### src/rtl/fx_writeback_stage.sv
// FX writeback stage: buffers up to two results per bundle and drains them to the
// single-port GPR file and the special-register port, splitting same-port pairs.
module fx_writeback_stage #(
  parameter int DEPTH       = 4,
  parameter int FXUnitCode  = 0,
  parameter int STALL_LEVEL = DEPTH - 2
) (
  input  logic        clock_i,
  input  logic        reset_i,
  input  logic [1:0]  functionalUnitCode_i,
  input  logic        reg1WritebackEnable_i,
  input  logic        reg2WritebackEnable_i,
  input  logic [5:0]  reg1WritebackAddress_i,
  input  logic [5:0]  reg2WritebackAddress_i,
  input  logic [63:0] reg1WritebackVal_i,
  input  logic [63:0] reg2WritebackVal_i,
  output logic        gprWriteEnable_o,
  output logic [4:0]  gprWriteAddress_o,
  output logic [63:0] gprWriteVal_o,
  output logic        sprWriteEnable_o,
  output logic [4:0]  sprWriteAddress_o,
  output logic [63:0] sprWriteVal_o,
  output logic        stall_o,
  output logic        overflow_o
);
  localparam int AW = $clog2(DEPTH);
  localparam logic [AW:0] FULL_CNT  = (AW+1)'(DEPTH);
  localparam logic [AW:0] STALL_CNT = (AW+1)'(STALL_LEVEL);

  typedef struct packed {
    logic        en1;
    logic        en2;
    logic [5:0]  a1;
    logic [5:0]  a2;
    logic [63:0] v1;
    logic [63:0] v2;
  } wb_t;

  typedef enum logic {ONE, SECOND} st_t;

  wb_t           mem [DEPTH];
  logic [AW-1:0] rd_ptr, wr_ptr;
  logic [AW:0]   count, count_nxt;
  st_t           state, state_nxt;

  wb_t  head;
  logic head_vld, same_port, issue1, issue2, retire, push_req, push;
  logic        g_we, s_we;
  logic [4:0]  g_a, s_a;
  logic [63:0] g_v, s_v;

  assign head      = mem[rd_ptr];
  assign head_vld  = (count != '0);
  // Address bit 5 picks the port: 0-31 GPR, 32-63 special; bits 4:0 are the index.
  assign same_port = head.en1 & head.en2 & (head.a1[5] == head.a2[5]);
  assign push_req  = (functionalUnitCode_i == 2'(FXUnitCode)) &
                     (reg1WritebackEnable_i | reg2WritebackEnable_i);
  assign push      = push_req & ((count != FULL_CNT) | retire);

  always_comb begin
    state_nxt = state;
    issue1    = 1'b0;
    issue2    = 1'b0;
    retire    = 1'b0;
    case (state)
      ONE: if (head_vld) begin
        issue1 = head.en1;
        if (same_port) begin
          state_nxt = SECOND;
        end else begin
          issue2 = head.en2;
          retire = 1'b1;
        end
      end
      SECOND: begin
        issue2    = 1'b1;
        retire    = 1'b1;
        state_nxt = ONE;
      end
      default: state_nxt = ONE;
    endcase
  end

  // Issued writes never collide on a port; unused ports hold their last addr/data.
  always_comb begin
    g_we = 1'b0; g_a = gprWriteAddress_o; g_v = gprWriteVal_o;
    s_we = 1'b0; s_a = sprWriteAddress_o; s_v = sprWriteVal_o;
    if (issue1) begin
      if (head.a1[5]) begin s_we = 1'b1; s_a = head.a1[4:0]; s_v = head.v1; end
      else            begin g_we = 1'b1; g_a = head.a1[4:0]; g_v = head.v1; end
    end
    if (issue2) begin
      if (head.a2[5]) begin s_we = 1'b1; s_a = head.a2[4:0]; s_v = head.v2; end
      else            begin g_we = 1'b1; g_a = head.a2[4:0]; g_v = head.v2; end
    end
  end

  always_comb begin
    count_nxt = count;
    case ({push, retire})
      2'b10:   count_nxt = count + 1'b1;
      2'b01:   count_nxt = count - 1'b1;
      default: count_nxt = count;
    endcase
  end

  always_ff @(posedge clock_i) begin
    if (push) mem[wr_ptr] <= '{en1: reg1WritebackEnable_i, en2: reg2WritebackEnable_i,
                                a1: reg1WritebackAddress_i, a2: reg2WritebackAddress_i,
                                v1: reg1WritebackVal_i, v2: reg2WritebackVal_i};
  end

  always_ff @(posedge clock_i) begin
    if (reset_i) begin
      state             <= ONE;
      rd_ptr            <= '0;
      wr_ptr            <= '0;
      count             <= '0;
      gprWriteEnable_o  <= 1'b0;
      gprWriteAddress_o <= '0;
      gprWriteVal_o     <= '0;
      sprWriteEnable_o  <= 1'b0;
      sprWriteAddress_o <= '0;
      sprWriteVal_o     <= '0;
      stall_o           <= 1'b0;
      overflow_o        <= 1'b0;
    end else begin
      state             <= state_nxt;
      count             <= count_nxt;
      if (push)   wr_ptr <= wr_ptr + 1'b1;
      if (retire) rd_ptr <= rd_ptr + 1'b1;
      gprWriteEnable_o  <= g_we;
      gprWriteAddress_o <= g_a;
      gprWriteVal_o     <= g_v;
      sprWriteEnable_o  <= s_we;
      sprWriteAddress_o <= s_a;
      sprWriteVal_o     <= s_v;
      stall_o           <= (count_nxt >= STALL_CNT);
      if (push_req && !push) overflow_o <= 1'b1;
    end
  end
endmodule

### config.mk
export PLATFORM = sky130hd
export DESIGN_NAME = fx_writeback_stage
export DESIGN_NICKNAME = d
export VERILOG_FILES = /design/src/rtl/fx_writeback_stage.sv
export SDC_FILE = /design/constraint.sdc
export NUM_CORES = 1
export LEC_CHECK = 0
export CORE_ASPECT_RATIO = 0.5
export CORE_MARGIN = 10
export CORE_UTILIZATION = 55
export DETAILED_ROUTE_END_ITERATION = 8
export GPL_ROUTABILITY_DRIVEN = 0
export PLACE_DENSITY_LB_ADDON = 0.2
export SYNTH_ARGS = -nofsm -noshare
export SYNTH_HDL_FRONTEND = slang
export SYNTH_SLANG_ARGS = --single-unit
### constraint.sdc
create_clock -name clock_i -period 8.74 [get_ports clock_i]
set_input_delay 1.748 -clock clock_i [delete_from_list [all_inputs] [get_ports clock_i]]
set_output_delay 1.748 -clock clock_i [all_outputs]
set_load 0.03 [all_outputs]
==> impl_metrics.tcl <==
set metrics [dict create \
    min_from "overflow_o" \
    htree_levels 2 \
    core_um2 48900 \
    route.detailed.wl_per_inst_um 25.1 \
    synth_ff_type "edfxtp_1" \
    yosys.area.top_type "edfxtp_1" \
    clockBufferDepth 3 \
    vias 14100 \
    fin_skew_ps 14.2 \
    drt_wl_total_um 60600 \
    ctsResizeCount 0 \
    area_growth_pct 19.4 \
    final_layout_size_suffix_gt1_share_pct 18.5 \
    syn_inst 1435 \
    vias_per_cell 5.86 \
    holdBufCountCts 0 \
    synth-edff-count 568 \
    cts_setup_buffers 0 \
    cap_viol_max_count 0 \
    synthArstFlopShare_pct 0 \
    finalCritPeriodShare_pct 56.1 \
    finalSetupViolCount 0 \
    grt_use_total_pct 20.2 \
    end_kind "register" \
    leakagePower_nw 10.7 \
    cp.required_ps 8970 \
    die-width_um 336 \
    io_buffers 287 \
    max_stage_delay_ps 900 \
    critPathMostFrequentCell "buf_4" \
    dieArea_um2 59800 \
    cts_root_buf "clkbuf_16" \
    yosysSeqAreaShare_pct 73.3 \
    cts.sinks 720 \
    wl_met1_um 22900 \
    ant_nets 0 \
    cts_tree "built" \
    synthesis.area_um2 27400 \
    timing.final.ws_setup_ps 3840 \
    grt_max_degree 84 \
    yosysTopAreaCellShare_pct 62.2 \
    antenna_found_initial 6 \
    crit_family "buffers and inverters" \
    final_cell_mix "568 x edfxtp_1, 286 x clkdlybuf4s50_1, 150 x dfxtp_1" \
    hp-class "register to register" \
    place_ws_ps 3650 \
    cts_buffers 59 \
    fmax_ghz 0.204 \
    nets 1858 \
    dr.first_iter.drc_count 1175 \
    relSlewSlack_pct 27.1 \
    yosys_warnings 0 \
    slew_viol_final 0 \
    rsz0062_at_grt "false" \
    yosysUniqueCellTypes 35 \
    wl_met3_um 2860 \
    grt_overflow_total 0 \
    grt_pass1_vias 15300 \
    post_synth.cell_area_avg_um2 19.1 \
    crit_buf_inv 2 \
    route.met2.wl_um 33500 \
    clk_pin_slew_worst_paths_ps 70 \
    hold_violations 0 \
    start_util_pct 56.1 \
    crit_path_cell_trace "buf_4, mux4_2, xnor2_1, a21o_1, a21oi_1, and2_4, buf_4" \
    regArea_um2 20100 \
    ys_ff_latch 720 \
    p_total_w 0.0109 \
    drt_pass1_iterations 5 \
    finalSetupTns_ps 0 \
    netlist_top_cells_area "edfxtp_1 62%, mux4_2 12%, dfxtp_1 11%" \
    arrival_ps 5130 \
    num_rows 57 \
    nFillCells 3155 \
    worstSetupStartpointType "register" \
    io_pins 288 \
    p_per_area_nw_per_um2 333 \
    syn_nets 1586 \
    drc 0 \
    grt_pass1_wl_um 93200 \
    worstSetupPathType "register to register" \
    tightest_slew_ps 1090 \
    status "finished clean" \
    die_h_um 178 \
    clk_latency_ps 610 \
    highest_layer "met5" \
    final_common_cell "edfxtp_1" \
    multiInputGateArea_um2 6890 \
    ir_worst_vdd_uv 235 \
    dp_hpwl_um 38000 \
    crit_fanout 59 \
    cpMaxStageDelayCell "and2_4" \
    fin_crit_ps 4900 \
]
[cell usage after synthesis, drive strengths merged (4+ instances only)]
cell type / n
mux4: 142
ha: 4
clkbuf: 64
a21oi: 5
dfxtp: 152
nor2: 149
and2: 4
inv: 7
edfxtp: 568
buf: 31
mux2i: 139
nand2: 5
a211oi: 139
[metal layers]
layer / vias to the layer above / GRT usage [%]
li1: 6303 / -
met1: 7399 / 24.2
met2: 343 / 36.8
met3: 86 / 3.61
met4: 2 / 6.63
met5: - / 0
[power breakdown]
| part | total (W) | switching (W) | internal [W] |
|---|---|---|---|
| logic | 0.00387 | 0.00217 | 0.00170 |
| registers | 0.00444 | 0.000318 | 0.00412 |
| clock network | 0.00261 | 0.00116 | 0.00145 |
[through the flow]
stage	util (%)	instances	hold WS, ps	cell area (µm²)
after CTS	66.9	2406	496	32700
after global placement	63.1	2295	481	30900
after global routing	67.0	2411	521	32800
after detailed placement	63.1	2295	478	30900
after floorplan	-	1435	485	27400
final	67.0	2411	493	32800
[worst register-to-register path, stage by stage, from the launching register on]
cell and delay (ps):
dfxtp_4 590, buf_4 750, mux4_2 540, xnor2_1 210, a21o_1 250, a21oi_1 490
and2_4 900, buf_4 740
[area by class of cell]
class / instances / area share [%]
timing repair buffer: 306 / 9.21
sequential: 720 / 61.4
multi-input combinational: 613 / 21.0
tap: 649 / 2.48
clock inverter: 22 / 0.657
inverter: 7 / 0.0802
clock buffer: 89 / 5.13
antenna: 5 / 0.0382
[final timing paths]
| path | to | slack [ps] | cells after the start |
|---|---|---|---|
| setup / recovery | mem[3][53] | 3840 | 7 |
| hold / removal | overflow_o | 490 | 2 |
| setup reg to reg | mem[3][53] | 3840 | 7 |
| hold reg to reg | overflow_o | 490 | 2 |
[logic make-up (layout without fill, tap and decap cells)]
| logic type | after synthesis | in the layout | synth area share (%) |
|---|---|---|---|
| xor gates and xnor gates | 3 | 3 | 0.0958 |
| and+or+nand+nor | 170 | 170 | 2.49 |
| other | 0 | 5 | 0 |
| muxes | 281 | 281 | 16.7 |
| AOI/OAI and AO/OA | 154 | 154 | 5.42 |
| DFF | 720 | 720 | 73.3 |
| buffers and inverters | 102 | 424 | 1.75 |
| adders and majority gates | 5 | 5 | 0.255 |
[sequential cells by signal, indices dropped and copies added (netlist names), named ones only]
| register | flops |
|---|---|
| gprWriteEnable_o | 1 |
| rd_ptr | 2 |
| sprWriteVal_o | 64 |
| stall_o | 1 |
| overflow_o | 1 |
| mem | 568 |
| sprWriteAddress_o | 5 |
| wr_ptr | 2 |
| state | 1 |
| gprWriteVal_o | 64 |
| count | 3 |
| gprWriteAddress_o | 5 |
| sprWriteEnable_o | 1 |
(Power assumes the default switching activity.)
